==> config.mk <==
export PLATFORM = sky130hd
export DESIGN_NAME = switch_bank_reader
export DESIGN_NICKNAME = d
export VERILOG_FILES = /design/src/rtl/switch_bank_reader.sv
export SDC_FILE = /design/constraint.sdc
export NUM_CORES = 1
export LEC_CHECK = 0
export ABC_AREA = 1
export CAP_MARGIN = 20
export CORE_MARGIN = 2
export CORE_UTILIZATION = 48
export DETAILED_ROUTE_END_ITERATION = 8
export PLACE_DENSITY = 0.74
export RECOVER_POWER = 100
export SLEW_MARGIN = 20
export SYNTH_ARGS = -nofsm -noshare
export SYNTH_HDL_FRONTEND = slang
export SYNTH_SLANG_ARGS = --single-unit
==> constraint.sdc <==
create_clock -name clock -period 2.5 [get_ports clock]
set_input_delay 0.375 -clock clock [delete_from_list [all_inputs] [get_ports clock]]
set_output_delay 0.375 -clock clock [all_outputs]
set_load 0.03 [all_outputs]
==> src/rtl/switch_bank_reader.sv <==
// Synchronised, debounced switch bank with sticky change flags, read as four CPU registers (SWITCH_DEBOUNCE_EN builds the debouncer).
// Latency: 2-flop sync, then DEBOUNCE_CYCLES+1 edges of agreement (or none without debounce); read data registered on the sampling edge.
// No backpressure: one independent read per cycle, read data holds when not selected.
module switch_bank_reader #(
    parameter int SW_WIDTH        = 24,
    parameter int DATA_WIDTH      = 16,
    parameter int DEBOUNCE_CYCLES = 4
) (
    input  logic                  clock,
    input  logic                  reset,
    input  logic                  switch_ctrl,
    input  logic                  io_read,
    input  logic [1:0]            addr,
    input  logic [SW_WIDTH-1:0]   switches,
    output logic [DATA_WIDTH-1:0] input_data
);
    localparam int HI_WIDTH = SW_WIDTH - DATA_WIDTH;

    logic [SW_WIDTH-1:0]   sync1;
    logic [SW_WIDTH-1:0]   sync2;
    logic [SW_WIDTH-1:0]   stable;
    logic [SW_WIDTH-1:0]   stable_next;
    logic [DATA_WIDTH-1:0] flags;
    logic [DATA_WIDTH-1:0] flags_next;
    logic [DATA_WIDTH-1:0] read_mux;
    logic                  busy;
    logic                  read_en;
    logic                  flag_clear;

`ifdef SWITCH_DEBOUNCE_EN
    localparam int CNT_WIDTH = $clog2(DEBOUNCE_CYCLES + 1);
    localparam logic [CNT_WIDTH-1:0] CNT_LAST = CNT_WIDTH'(DEBOUNCE_CYCLES - 1);

    logic [SW_WIDTH-1:0]  candidate;
    logic [SW_WIDTH-1:0]  candidate_next;
    logic [CNT_WIDTH-1:0] cnt;
    logic [CNT_WIDTH-1:0] cnt_next;
    logic                 busy_next;

    always_comb begin
        candidate_next = candidate;
        cnt_next       = cnt;
        busy_next      = busy;
        stable_next    = stable;
        if (sync2 != candidate) begin
            candidate_next = sync2;
            cnt_next       = '0;
            busy_next      = 1'b1;
        end else if (busy && (cnt == CNT_LAST)) begin
            stable_next = candidate;
            busy_next   = 1'b0;
        end else if (busy) begin
            cnt_next = cnt + CNT_WIDTH'(1);
        end
    end

    always_ff @(negedge clock or posedge reset) begin
        if (reset) begin
            candidate <= '0;
            cnt       <= '0;
            busy      <= 1'b0;
        end else begin
            candidate <= candidate_next;
            cnt       <= cnt_next;
            busy      <= busy_next;
        end
    end
`else
    assign busy        = 1'b0;
    assign stable_next = sync2;
`endif

    assign read_en    = switch_ctrl && io_read;
    assign flag_clear = read_en && (addr == 2'd2);

    // A flag raised on this edge survives a clearing read on the same edge.
    assign flags_next = (flag_clear ? '0 : flags)
                      | (stable_next[DATA_WIDTH-1:0] ^ stable[DATA_WIDTH-1:0]);

    // Image reads see the value accepted on this edge; flags/status report pre-edge state.
    always_comb begin
        read_mux = '0;
        case (addr)
            2'd0:    read_mux = stable_next[DATA_WIDTH-1:0];
            2'd1:    read_mux[HI_WIDTH-1:0] = stable_next[SW_WIDTH-1:DATA_WIDTH];
            2'd2:    read_mux = flags;
            default: begin
                read_mux[0] = busy;
                read_mux[1] = |flags;
            end
        endcase
    end

    always_ff @(negedge clock or posedge reset) begin
        if (reset) begin
            sync1      <= '0;
            sync2      <= '0;
            stable     <= '0;
            flags      <= '0;
            input_data <= '0;
        end else begin
            sync1  <= switches;
            sync2  <= sync1;
            stable <= stable_next;
            flags  <= flags_next;
            if (read_en) begin
                input_data <= read_mux;
            end
        end
    end
endmodule

==> impl_metrics.xml <==
<?xml version="1.0" encoding="UTF-8"?>
<metrics>
  <group name="outcome">
    <metric name="run_status" unit="">complete, but fails checks</metric>
    <metric name="violated_checks" unit="">negative setup slack</metric>
  </group>
  <group name="finish">
    <metric name="layout-drive-gt1-share" unit="">0.188</metric>
    <metric name="nNetsFinal" unit="">360</metric>
    <metric name="areaGrowthSynthToFinish" unit="%">27.0</metric>
    <metric name="finalInstanceArea" unit="mm2">0.00407</metric>
    <metric name="antennaDiodeCount" unit="">0</metric>
    <metric name="final_core_util" unit="">0.637</metric>
    <metric name="area.sequential" unit="mm2">0.00240</metric>
    <metric name="n_fill_cell" unit="">510</metric>
    <metric name="multi_input_comb_area" unit="um2">716</metric>
  </group>
  <group name="placed_design">
    <metric name="preCtsSetupSlack" unit="ns">-0.516</metric>
    <metric name="postPlaceCellArea" unit="mm2">0.00380</metric>
    <metric name="detailedPlacementHpwl" unit="mm">3.58</metric>
    <metric name="routabilityCongestion" unit="">0.808</metric>
    <metric name="port_buffers" unit="">45</metric>
  </group>
  <group name="timing">
    <metric name="setup_tns" unit="ns">-0.470</metric>
    <metric name="slew_headroom" unit="">0.663</metric>
    <metric name="rsz0062_at_grt" unit="">yes</metric>
    <metric name="final_critical_path_setup_slack" unit="ns">-0.0495</metric>
    <metric name="final-max-slew-violation-count" unit="">0</metric>
    <metric name="final_hold_viol_count" unit="">0</metric>
    <metric name="skew" unit="ns">0.00330</metric>
    <metric name="max_slew.worst_pin.slew" unit="ns">0.505</metric>
    <metric name="timing.final.setup_violations" unit="">16</metric>
  </group>
  <group name="critical_path">
    <metric name="cp-end-kind" unit="">output pin</metric>
    <metric name="worstPathArrival" unit="ns">2.17</metric>
    <metric name="timing.critical_path.required" unit="ns">2.12</metric>
    <metric name="worst_r2r_endpoint" unit="">input_data[1]$_DFFE_NP0P_</metric>
    <metric name="worst_setup_path_start_kind" unit="">flop</metric>
    <metric name="ff2ff_setup_slack" unit="ns">1.49</metric>
    <metric name="rr_startpoint" unit="">stable_next[1]$_DFF_NP0_</metric>
    <metric name="crit_buf_inv" unit="">1</metric>
    <metric name="worstSetupPathType" unit="">flop to output pin</metric>
    <metric name="ordered_cell_list_for_the_critical_path" unit="">buf_6</metric>
    <metric name="worst-r2r-cell-count" unit="">5</metric>
    <metric name="critical_path.slowest_cell" unit="">dfrtn_1</metric>
    <metric name="critical_path_depth" unit="">1</metric>
    <metric name="crit_family" unit="">flip-flops</metric>
    <metric name="crit_path_max_incr_delay" unit="ns">0.45</metric>
    <metric name="critical_path.max_fanout" unit="">2</metric>
  </group>
  <group name="synth">
    <metric name="synth_enable_flop_cells" unit="">0</metric>
    <metric name="ys_ff_latch" unit="">96</metric>
    <metric name="post_synth_design_cell_area" unit="mm2">0.00320</metric>
    <metric name="commonest_cells_in_the_synthesized_netlist" unit="">96 x dfrtn_1, 72 x nand2_1, 17 x nand3_1</metric>
    <metric name="async_flop_share" unit="">1.00</metric>
    <metric name="yosysTopAreaCell" unit="">dfrtn_1</metric>
    <metric name="netlist_instances" unit="">258</metric>
    <metric name="synthesis.yosys.warnings" unit="">0</metric>
    <metric name="post_synth_main_area_contributors" unit="">dfrtn_1 75%, nand2_1 8.4%, xnor2_1 4.4%</metric>
    <metric name="yosys.area.top_type_share" unit="">0.750</metric>
    <metric name="synth.yosys.seq_area_share" unit="">0.750</metric>
    <metric name="ys_dominant_reg_cell" unit="">dfrtn_1</metric>
    <metric name="postSynthAreaPerCell" unit="um2">12.4</metric>
    <metric name="synth_cell_type_count" unit="">17</metric>
    <metric name="synth.net_count" unit="">288</metric>
    <metric name="post-synth-top-count-cell" unit="">dfrtn_1</metric>
  </group>
  <group name="die">
    <metric name="floorplan.core_area" unit="mm2">0.00639</metric>
    <metric name="ports" unit="">46</metric>
    <metric name="die_x" unit="um">85.7</metric>
    <metric name="fp_rows" unit="">29</metric>
    <metric name="die_y" unit="um">85.7</metric>
    <metric name="fp.dieArea" unit="mm2">0.00735</metric>
    <metric name="initial_utilization" unit="">0.502</metric>
  </group>
  <group name="hold_path">
    <metric name="hold_path_end" unit="">stable_next[12]$_DFF_NP0_</metric>
    <metric name="worst_min_delay_path_startpoint" unit="">sync1[12]$_DFF_NP0_</metric>
    <metric name="holdCritPathClass" unit="">flop to flop</metric>
    <metric name="min_delay_path_depth" unit="">0</metric>
  </group>
  <group name="grt">
    <metric name="first_pass_grt_wire_length" unit="mm">8.74</metric>
    <metric name="grt_start_max_net_pins" unit="">61</metric>
    <metric name="grt.overflow.total" unit="">0</metric>
    <metric name="grt_antenna_before_repair" unit="">0</metric>
    <metric name="first_global_vias" unit="">1866</metric>
    <metric name="groute.usage.overall" unit="">0.158</metric>
  </group>
  <group name="clock_network">
    <metric name="insertion_delay_of_the_later_clocked_pin_in_the_worst_skew_pair" unit="ns">0.33</metric>
    <metric name="cts_hold_buf" unit="">0</metric>
    <metric name="cts_root_buf" unit="">clkbuf_8</metric>
    <metric name="tritoncts.num_buffers" unit="">9</metric>
    <metric name="clk_transition_reported_paths" unit="ns">0.05</metric>
    <metric name="clock_tree.buffer_depth" unit="">2</metric>
    <metric name="clock_tree.htree_level_count" unit="">3</metric>
    <metric name="cts.sinks" unit="">96</metric>
    <metric name="cts_tree" unit="">done</metric>
  </group>
  <group name="detailed_routing">
    <metric name="detail_route.wirelength" unit="mm">5.32</metric>
    <metric name="drt_first_iter_violations" unit="">110</metric>
    <metric name="drt.antenna.violating_nets" unit="">0</metric>
    <metric name="dr_total_vias" unit="">1968</metric>
    <metric name="post-route-drc-count" unit="">0</metric>
    <metric name="post_drt_wl_per_cell" unit="um">12.9</metric>
    <metric name="drt-vias-per-instance" unit="">4.78</metric>
    <metric name="drt_pass1_iterations" unit="">4</metric>
  </group>
  <group name="flow_run">
    <metric name="maxCapViolations" unit="">0</metric>
  </group>
  <group name="power_and_ir_drop">
    <metric name="vdd_ir_drop_max" unit="V">0.000415</metric>
    <metric name="sequentialPowerShare" unit="">0.580</metric>
    <metric name="power.internal" unit="mW">2.25</metric>
    <metric name="power_frac_comb" unit="">0.132</metric>
    <metric name="total_net_switching_power" unit="mW">0.739</metric>
    <metric name="p_clk_frac" unit="">0.288</metric>
    <metric name="power_leakage" unit="nW">1.93</metric>
    <metric name="power_per_cell_area" unit="mW/mm2">733</metric>
    <metric name="switching_share" unit="">0.248</metric>
  </group>
</metrics>
==> worst max path at each step <==
stage / from / to / slack (ns)
global placement: addr[1] / input_data[2]$_DFFE_NP0P_ / -0.43
global route: input_data[5]$_DFFE_NP0P_ / input_data[5] / -0.08
finish: input_data[1]$_DFFE_NP0P_ / input_data[1] / -0.05
CTS: input_data[2]$_DFFE_NP0P_ / input_data[2] / -0.06
detailed placement: addr[1] / input_data[0]$_DFFE_NP0P_ / -0.52
floorplan: reset / flags[0]$_DFF_NP0_ / -0.16
==> routing by layer <==
layer	routed length, um	global-route usage	vias up
li1	-	-	951
met1	2370	0.212	956
met2	2590	0.239	51
met3	216	0.0366	10
met4	136	0.0924	0
met5	0	0	-
==> final cells by class <==
class | count | share of cell area
clock inverters | 3 | 0.00430
flip-flops and latches | 96 | 0.590
well taps | 77 | 0.0237
inverters | 17 | 0.0160
multi-input cells | 140 | 0.176
clock buffers | 13 | 0.0366
repair buffers | 66 | 0.153
==> kinds of logic after synthesis <==
family	Yosys count	synth area share
AOI/OAI and AO/OA	19	0.0437
xor gates and xnor gates	16	0.0437
buffers and inverters	22	0.0269
DFF	96	0.750
and+or+nand+nor	105	0.136
==> placed cells by master, fill, tap and decap left out <==
cell type        netlist  routed
or2_2                  1       1
o21ai_0                1       1
o211ai_2               5       4
clkinv_2               0       2
nor2_4                 1       2
buf_6                  0      17
clkbuf_4               0       2
clkbuf_1               2       3
dlygate4sd2_1          0       2
dfrtn_1               96      96
nand3_1               17      17
o211ai_1               3       4
clkbuf_2               0       1
nand2_2                2       2
xnor2_1               16      16
nand2_1               72      72
dlygate4sd3_1          0      25
inv_1                 15      14
clkbuf_8               0      10
nor2_1                10      10
clkdlybuf4s50_1        0       2
o21ai_1               10      10
clkinvlp_2             0       1
buf_2                  3       1
clkinvlp_4             0       1
inv_2                  2       2
buf_4                  0      16
nor2_2                 2       1
==> sequential cells by signal, summed over array words and instances, names as in the netlist <==
register and cells:
flags 16, sync1 24, stable 16, stable_next 24, input_data 16
==> power groups by stage <==
| stage | Sequential, mW | Clock [mW] | Combinational (mW) |
|---|---|---|---|
| floorplan | 1.82 | 0 | 0.126 |
| finish | 1.73 | 0.860 | 0.394 |
| global placement | 1.75 | 0 | 0.349 |
| global route | 1.74 | 0.949 | 0.429 |
| detailed placement | 1.75 | 0 | 0.357 |
| CTS | 1.73 | 0.885 | 0.398 |
==> per-stage QoR <==
step	total power, mW	std cells	hold WS, ns
floorplan	1.94	258	0.292
global placement	2.10	386	0.292
detailed placement	2.11	386	0.295
CTS	3.02	407	0.295
global route	3.12	412	0.295
finish	2.98	412	0.293
==> what timing repair did <==
| item | in CTS | in global routing |
|---|---|---|
| gates resized for setup | 20 | 2 |
| setup buffers | 5 | 5 |
| endpoints found under the setup margin | 48 | 19 |
| pin swaps | 0 | 0 |
Note: power is estimated with default switching activity, not from simulation.
